==> src/rtl/ifq_fetch.sv <==
// Instruction fetch queue: circular buffer of {instr, pc} fed by the I-cache, drained by decode.
// Optional same-cycle empty-queue bypass enabled by defining IFQ_BYPASS_EN.
//
// purpose     : fetch PC generation plus a DEPTH-entry instruction queue between I-cache and decoder
// latency     : push visible at the head one cycle later (zero cycles when bypassing an empty queue)
// backpressure: fetch request drops when the queue is full and decode is not dequeuing; misses stall indefinitely
module ifq_fetch #(
   parameter int          DEPTH    = 4,
   parameter logic [31:0] PC_RESET = 32'h0000_0000
) (
   input  logic        clk,
   input  logic        rst_n,
   output logic [31:0] pc_out,
   output logic        icache_rd_en,
   input  logic [31:0] icache_dout,
   input  logic        icache_valid,
   input  logic        flush,
   input  logic [31:0] flush_pc,
   input  logic        deq,
   output logic [31:0] instr,
   output logic [31:0] instr_pc,
   output logic        empty,
   output logic        full
);

   localparam int          AW       = $clog2(DEPTH);
   localparam logic [AW:0] CNT_FULL = (AW + 1)'(DEPTH);
   localparam logic [31:0] NOP      = 32'h0000_0013;

   typedef struct packed {
      logic [31:0] instr;
      logic [31:0] pc;
   } entry_t;

   entry_t        r_mem [DEPTH];
   logic [AW-1:0] r_rd_ptr;
   logic [AW-1:0] r_wr_ptr;
   logic [AW:0]   r_count;
   logic [31:0]   r_pc;

   logic   w_empty_q;
   logic   w_full_q;
   logic   w_rd_en;
   logic   w_push;
   logic   w_pop;
   logic   w_bypass;
   logic   w_store;
   entry_t w_head;

   assign w_empty_q = (r_count == '0);
   assign w_full_q  = (r_count == CNT_FULL);

   // rst_n gates the request so nothing is fetched while reset is held
   assign w_rd_en = rst_n & ~flush & (~w_full_q | deq);
   assign w_push  = w_rd_en & icache_valid;
   assign w_pop   = deq & ~w_empty_q & ~flush;

`ifdef IFQ_BYPASS_EN
   assign w_bypass = w_push & w_empty_q;
`else
   assign w_bypass = 1'b0;
`endif

   // a bypassed word consumed in the same cycle never occupies an entry
   assign w_store = w_push & ~(w_bypass & deq);

   assign w_head = r_mem[r_rd_ptr];

   always_comb begin
      instr    = NOP;
      instr_pc = 32'h0;
      if (!w_empty_q) begin
         instr    = w_head.instr;
         instr_pc = w_head.pc;
      end else if (w_bypass) begin
         instr    = icache_dout;
         instr_pc = r_pc;
      end
   end

   assign empty        = w_empty_q & ~w_bypass;
   assign full         = w_full_q;
   assign icache_rd_en = w_rd_en;
   assign pc_out       = r_pc;

   always_ff @(posedge clk or negedge rst_n) begin
      if (!rst_n) begin
         r_rd_ptr <= '0;
         r_wr_ptr <= '0;
         r_count  <= '0;
         r_pc     <= PC_RESET;
      end else if (flush) begin
         r_rd_ptr <= '0;
         r_wr_ptr <= '0;
         r_count  <= '0;
         r_pc     <= flush_pc;
      end else begin
         if (w_push) begin
            r_pc <= r_pc + 32'd4;
         end
         if (w_store) begin
            r_wr_ptr <= r_wr_ptr + 1'b1;
         end
         if (w_pop) begin
            r_rd_ptr <= r_rd_ptr + 1'b1;
         end
         case ({w_store, w_pop})
            2'b10:   r_count <= r_count + 1'b1;
            2'b01:   r_count <= r_count - 1'b1;
            default: r_count <= r_count;
         endcase
      end
   end

   // entry payload is never reset; only the count/pointers define validity
   always_ff @(posedge clk) begin
      if (w_store) begin
         r_mem[r_wr_ptr] <= '{instr: icache_dout, pc: r_pc};
      end
   end

endmodule

==> config.mk <==
export PLATFORM = sky130hd
export DESIGN_NAME = ifq_fetch
export DESIGN_NICKNAME = d
export VERILOG_FILES = /design/src/rtl/ifq_fetch.sv
export SDC_FILE = /design/constraint.sdc
export NUM_CORES = 1
export LEC_CHECK = 0
export BUFFER_PORTS_ARGS = -buffer_cell sky130_fd_sc_hd__buf_2
export CAP_MARGIN = 0
export CORE_MARGIN = 8
export CORE_UTILIZATION = 40
export DETAILED_ROUTE_END_ITERATION = 10
export PLACE_DENSITY = 0.69
export SLEW_MARGIN = 10
export SYNTH_ARGS = -nofsm -noshare
export SYNTH_HDL_FRONTEND = slang
export SYNTH_SLANG_ARGS = --single-unit
==> constraint.sdc <==
create_clock -name clk -period 6.9 [get_ports clk]
set_input_delay 0.69 -clock clk [delete_from_list [all_inputs] [get_ports clk]]
set_output_delay 0.69 -clock clk [all_outputs]
set_load 0.01 [all_outputs]
==> flow_summary.ini, run 1 <==
[drt]
drt-pass1-iter-count = 5
route.vias.total = 7002
ant_nets = 0
drc = 0
drt_iter0_markers = 571
wl_per_cell_um = 22.4
wl_um = 28100
via_per_inst = 5.58

[synth]
netlist_instances = 672
synth_seq_area_share_pct = 71.7
synth-edff-count = 256
ys.warnings.count = 0
syn_area_mm2 = 0.0121
ys_types = 54
synth_flop_cell = edfxtp_1
synth_seq_cells = 295
async_flop_share_pct = 13.2
syn_area_per_cell_um2 = 18.0
syn_nets = 747

[critical_path]
path_class = register to output pin
critPathTopFamily = buffers and inverters
critPathBufInv = 2
setup.worst_path.end_class = output pin
cp.depth = 4
cp_slowest_cell = dfrtp_4
cp.required_ns = 6.21
crit_arrival_ns = 3.06
crit_fanout = 35
crit_chain = buf_4, mux4_2, nor2b_1, buf_2
cp-start-kind = register
slowest_delay_ns = 0.85
reg2reg_depth = 4

[layout]
fin_util_pct = 48.4
fin_nets = 915
synthToLayoutAreaGrowth_pct = 19.0
fin_area_mm2 = 0.0144
layout_common_cells = edfxtp_1 (256), buf_2 (167), mux4_2 (64), nor2b_1 (64), dfrtp_1 (37)
fin_cells = 1255
drive_gt1_share_pct = 35.4
n_antenna_cell = 0
final_common_cell = edfxtp_1

[timing]
finalCritPeriodShare_pct = 54.3
worst_slew_pin_slew_ns = 1.05
rsz0062_at_grt = false
fin_hold_ws_ns = 0.201
fmax_ghz = 0.267
final.setup_skew_ns = 0.0150
setup_viol = 0
fin_crit_ns = 3.75
fin_ws_ns = 3.15
setup_tns_ns = 0
slew_viol_final = 0
slew_headroom_pct = 30.0
hold_viol = 0

[die]
fp.coreArea_mm2 = 0.0297
fp.dieArea_mm2 = 0.0360
ios = 168
num_rows = 63
die_height_um = 190
start_util_pct = 40.7
die_x_um = 190

[power]
ir_drop_mv = 0.199
finalPower_mw = 4.56
power_density_mw_per_mm2 = 317
p_leak_nw = 4.95

[placed_design]
dpl-instance-area_mm2 = 0.0133
post-place-ws_ns = 3.64
gp_congestion = 0.786
portBuffers = 167
dpl.cell_count = 1197
place_hpwl_um = 17300

[clock_tree]
clockBufferDepth = 3
cts_max_level = 1
cts_sinks = 295
cts_root_buf = clkbuf_16
clock_latency_ns = 0.57
cts_tree = built
cts_setup_buffers = 0
numCtsBuffers = 31
cts_resized = 0
cts.reportedPaths.clkPinSlew_ns = 0.07
cts-hold-fix-buffers = 0

[global_routing]
grt_pass1_wl_um = 43400
grt_pass1_vias = 7259
grtUsageTotal_pct = 15.4
antenna_found_initial = 0
grt-ovfl-total = 0
grt_max_degree = 66

[outcome]
status = completed

[flow_run]
drv_cap = 0

[min_path]
hold_path_class = input pin to async pin
==> flip-flops by register name (all words and copies together) (netlist names) <==
| signal | flops |
|---|---|
| r_mem | 256 |
| r_count | 3 |
| pc_out | 32 |
| r_rd_ptr | 2 |
| r_wr_ptr | 2 |
==> area by class of cell <==
| type | count | area (um2) |
|---|---|---|
| timing repair buffer | 172 | 873 |
| tap | 390 | 488 |
| sequential | 295 | 8670 |
| clock buffer | 36 | 795 |
| multi-input combinational | 333 | 3260 |
| fill | 2498 | 15300 |
| clock inverter | 22 | 273 |
| inverter | 7 | 26.3 |
==> cell usage after synthesis (9+ instances only) <==
cell type,count,area (um2)
dfrtp_1,39,976
o311ai_0,25,219
nor2b_1,64,400
nor3_1,9,45.0
buf_2,11,55.1
nand4_1,12,75.1
mux4_2,64,1440
clkbuf_1,22,82.6
edfxtp_1,256,7690
nand2_1,30,113
nand3_1,19,95.1
==> kinds of logic (layout without fill, tap and decap cells) <==
| logic type | after synthesis | after routing | synth area share [%] |
|---|---|---|---|
| AO/OA/AOI/OAI | 66 | 66 | 4.32 |
| XOR/XNOR | 2 | 2 | 0.145 |
| adder cells (fa/ha/maj) | 6 | 6 | 0.683 |
| buffers and inverters | 44 | 237 | 1.54 |
| flip-flops | 295 | 295 | 71.7 |
| multiplexers | 69 | 69 | 12.4 |
| AND/OR/NAND/NOR | 190 | 190 | 9.26 |
==> metal layers <==
metal  track usage, %  vias up  wire (um)  part of all wire (%)
li1                 -     3085          -                     -
met1             21.1     3621      12000                    43
met2             25.1      255      13800                    49
met3             3.41       41       1890                   6.7
met4             3.13        0        446                   1.6
met5                0        -          0                     0
==> where the power goes <==
group	switching, mW	internal (mW)	total, mW
clock network	0.698	1.02	1.72
registers	0.114	2.00	2.12
logic	0.385	0.340	0.725
total	1.20	3.36	4.56
==> path summary, 6_finish.rpt <==
check | from | endpoint | slack [ns]
min reg2reg | pc_out[0] | r_mem[0][0] | 0.55
min | rst_n | pc_out[7] | 0.20
min in group clk | flush_pc[20] | pc_out[20] | 0.34
max | r_rd_ptr[0] | instr_pc[3] | 3.15
max in group asynchronous | rst_n | r_rd_ptr[1] | 6.20
max reg2reg | r_count[1] | pc_out[4] | 4.26
Note: power is estimated with default switching activity, not from simulation.
==> run 2: changes to the inputs <==
- PLACE_DENSITY: 0.69 -> 0.71
- clock period: 6.9 -> 3.19 ns (I/O delays scaled with it)
==> run 2 against run 1 <==
Against the previous run:
- count of clock-buffer cells in the layout up 6
- cell count grew 1.8%
- hold slack lost 0.17 ns
- register-to-register slack worse by 3.4 ns
- clock skew decreased by 0.0026 ns
- setup slack lost 2.7 ns
==> flow_summary.ini, run 2 (same netlist as run 1, synthesis figures left out) <==
[placed_design]
dpl-instance-area_mm2 = 0.0136
portBuffers = 167
gp_congestion = 0.832
dpl.cell_count = 1215
place_hpwl_um = 18700

[global_routing]
antenna_found_initial = 0
grt_max_degree = 66
grt_pass1_wl_um = 44000
grt-ovfl-total = 0
grtUsageTotal_pct = 15.7
grt_pass1_vias = 7360

[die]
die_x_um = 190
start_util_pct = 40.7
fp.coreArea_mm2 = 0.0297
die_height_um = 190
fp.dieArea_mm2 = 0.0360
ios = 168
num_rows = 63

[timing]
rsz0062_at_grt = false
hold_viol = 0
final.setup_skew_ns = 0.0125
setup_viol = 0
finalCritPeriodShare_pct = 86.6
slew_headroom_pct = 59.0
setup_tns_ns = 0
worst_slew_pin_slew_ns = 0.615
fmax_ghz = 0.362
fin_crit_ns = 2.76
slew_viol_final = 0

[critical_path]
rr_endpoint = pc_out[28]
reg2reg_slack_ns = 0.81
setup.worst_path.end_class = output pin
crit_chain = buf_12, mux4_2, nor2b_1, buf_2
cp_slowest_cell = dfrtp_4
regToRegStartpoint = pc_out[2]
critPathTopFamily = flip-flops
crit_fanout = 29
reg2reg_depth = 5
path_class = register to output pin
slowest_delay_ns = 0.73
crit_arrival_ns = 2.44
cp-start-kind = register
critPathBufInv = 2
cp.required_ns = 2.87

[power]
power_density_mw_per_mm2 = 665
p_leak_nw = 5.05
ir_drop_mv = 0.337
finalPower_mw = 9.69

[drt]
ant_nets = 0
drc = 0
via_per_inst = 5.53
wl_um = 28300
drt-pass1-iter-count = 5
drt_iter0_markers = 550
wl_per_cell_um = 22.2
route.vias.total = 7058

[clock_tree]
cts_sinks = 295
cts_root_buf = clkbuf_16
clock_latency_ns = 0.50
clockBufferDepth = 3
numCtsBuffers = 34
cts_max_level = 2
cts_setup_buffers = 0
cts_tree = built
cts.reportedPaths.clkPinSlew_ns = 0.06
cts_resized = 0

[min_path]
holdPathStages = 2
hp-start = flush_pc[23]
hold_path_class = input pin to register
worstHoldEndpoint = pc_out[23]

[layout]
fillers = 2497
final_common_cell = edfxtp_1
regMostFlops = r_mem
drive_gt1_share_pct = 36.4
fin_nets = 937
multi_input_area_mm2 = 0.00326
layout_common_cells = edfxtp_1 (256), buf_2 (167), mux4_2 (64), nor2b_1 (64), dfrtp_1 (37)
synthToLayoutAreaGrowth_pct = 20.6
fin_area_mm2 = 0.0146
fin_cells = 1277
largest_register_ffs = 256
n_antenna_cell = 0
seqCellArea_mm2 = 0.00867
fin_util_pct = 49.1

[flow_run]
drv_cap = 0

[outcome]
status = completed
[run 2: worst register-to-register path, stage by stage (launching register included)]
cell,delay [ns]
dfrtp_1,0.55
ha_1,0.33
nand4_2,0.15
or4_4,0.67
o311ai_0,0.40
o311ai_1,0.16
[run 2: metal layers]
metal / track usage (%) / vias to the layer above / part of all wire, %
li1: - / 3131 / -
met1: 21.4 / 3603 / 43
met2: 25.1 / 285 / 48
met3: 3.81 / 39 / 7.8
met4: 3.76 / 0 / 1.8
met5: 0 / - / 0
[run 2: area by class of cell]
cell class / instances / share of cell area [%]
clock buffers: 42 / 6.19
clock inverters: 19 / 0.764
inverters: 7 / 0.180
multi-input cells: 333 / 22.4
flip-flops and latches: 295 / 59.5
well taps: 390 / 3.35
repair buffers: 191 / 7.67
[run 2: worst max path at each step]
| stage | start | to | slack (ns) | cells past startpoint |
|---|---|---|---|---|
| after global routing | r_rd_ptr[0] | instr_pc[5] | 0.26 | 4 |
| after CTS | r_rd_ptr[0] | instr_pc[3] | 0.35 | 4 |
| after global placement | r_rd_ptr[0] | instr_pc[3] | 0.89 | 4 |
| after detailed placement | pc_out[2] | pc_out[26] | 0.83 | 5 |
| after floorplan | r_count[0] | r_mem[0][0] | 0.23 | 3 |
| final | r_rd_ptr[0] | instr_pc[3] | 0.43 | 4 |
[run 2: power by group]
part | internal (mW) | leakage [nW] | switching (mW)
sequential | 4.33 | 2.80 | 0.220
combinational | 0.789 | 1.76 | 0.861
clock | 2.02 | 0.493 | 1.47
[run 2: per-stage QoR]
stage          setup slack (ns)  hold slack (ns)
2_1_floorplan             0.230           0.0234
3_3_place_gp              0.887            0.238
3_5_place_dp              0.831            0.233
4_1_cts                   0.348          0.00681
5_1_grt                   0.257           0.0192
6_report                  0.428           0.0353
[run 2: repair_timing]
item                                    CTS  global route
endpoints found under the hold margin    10             0
hold buffers                              1             0
endpoints found under the setup margin    0             0
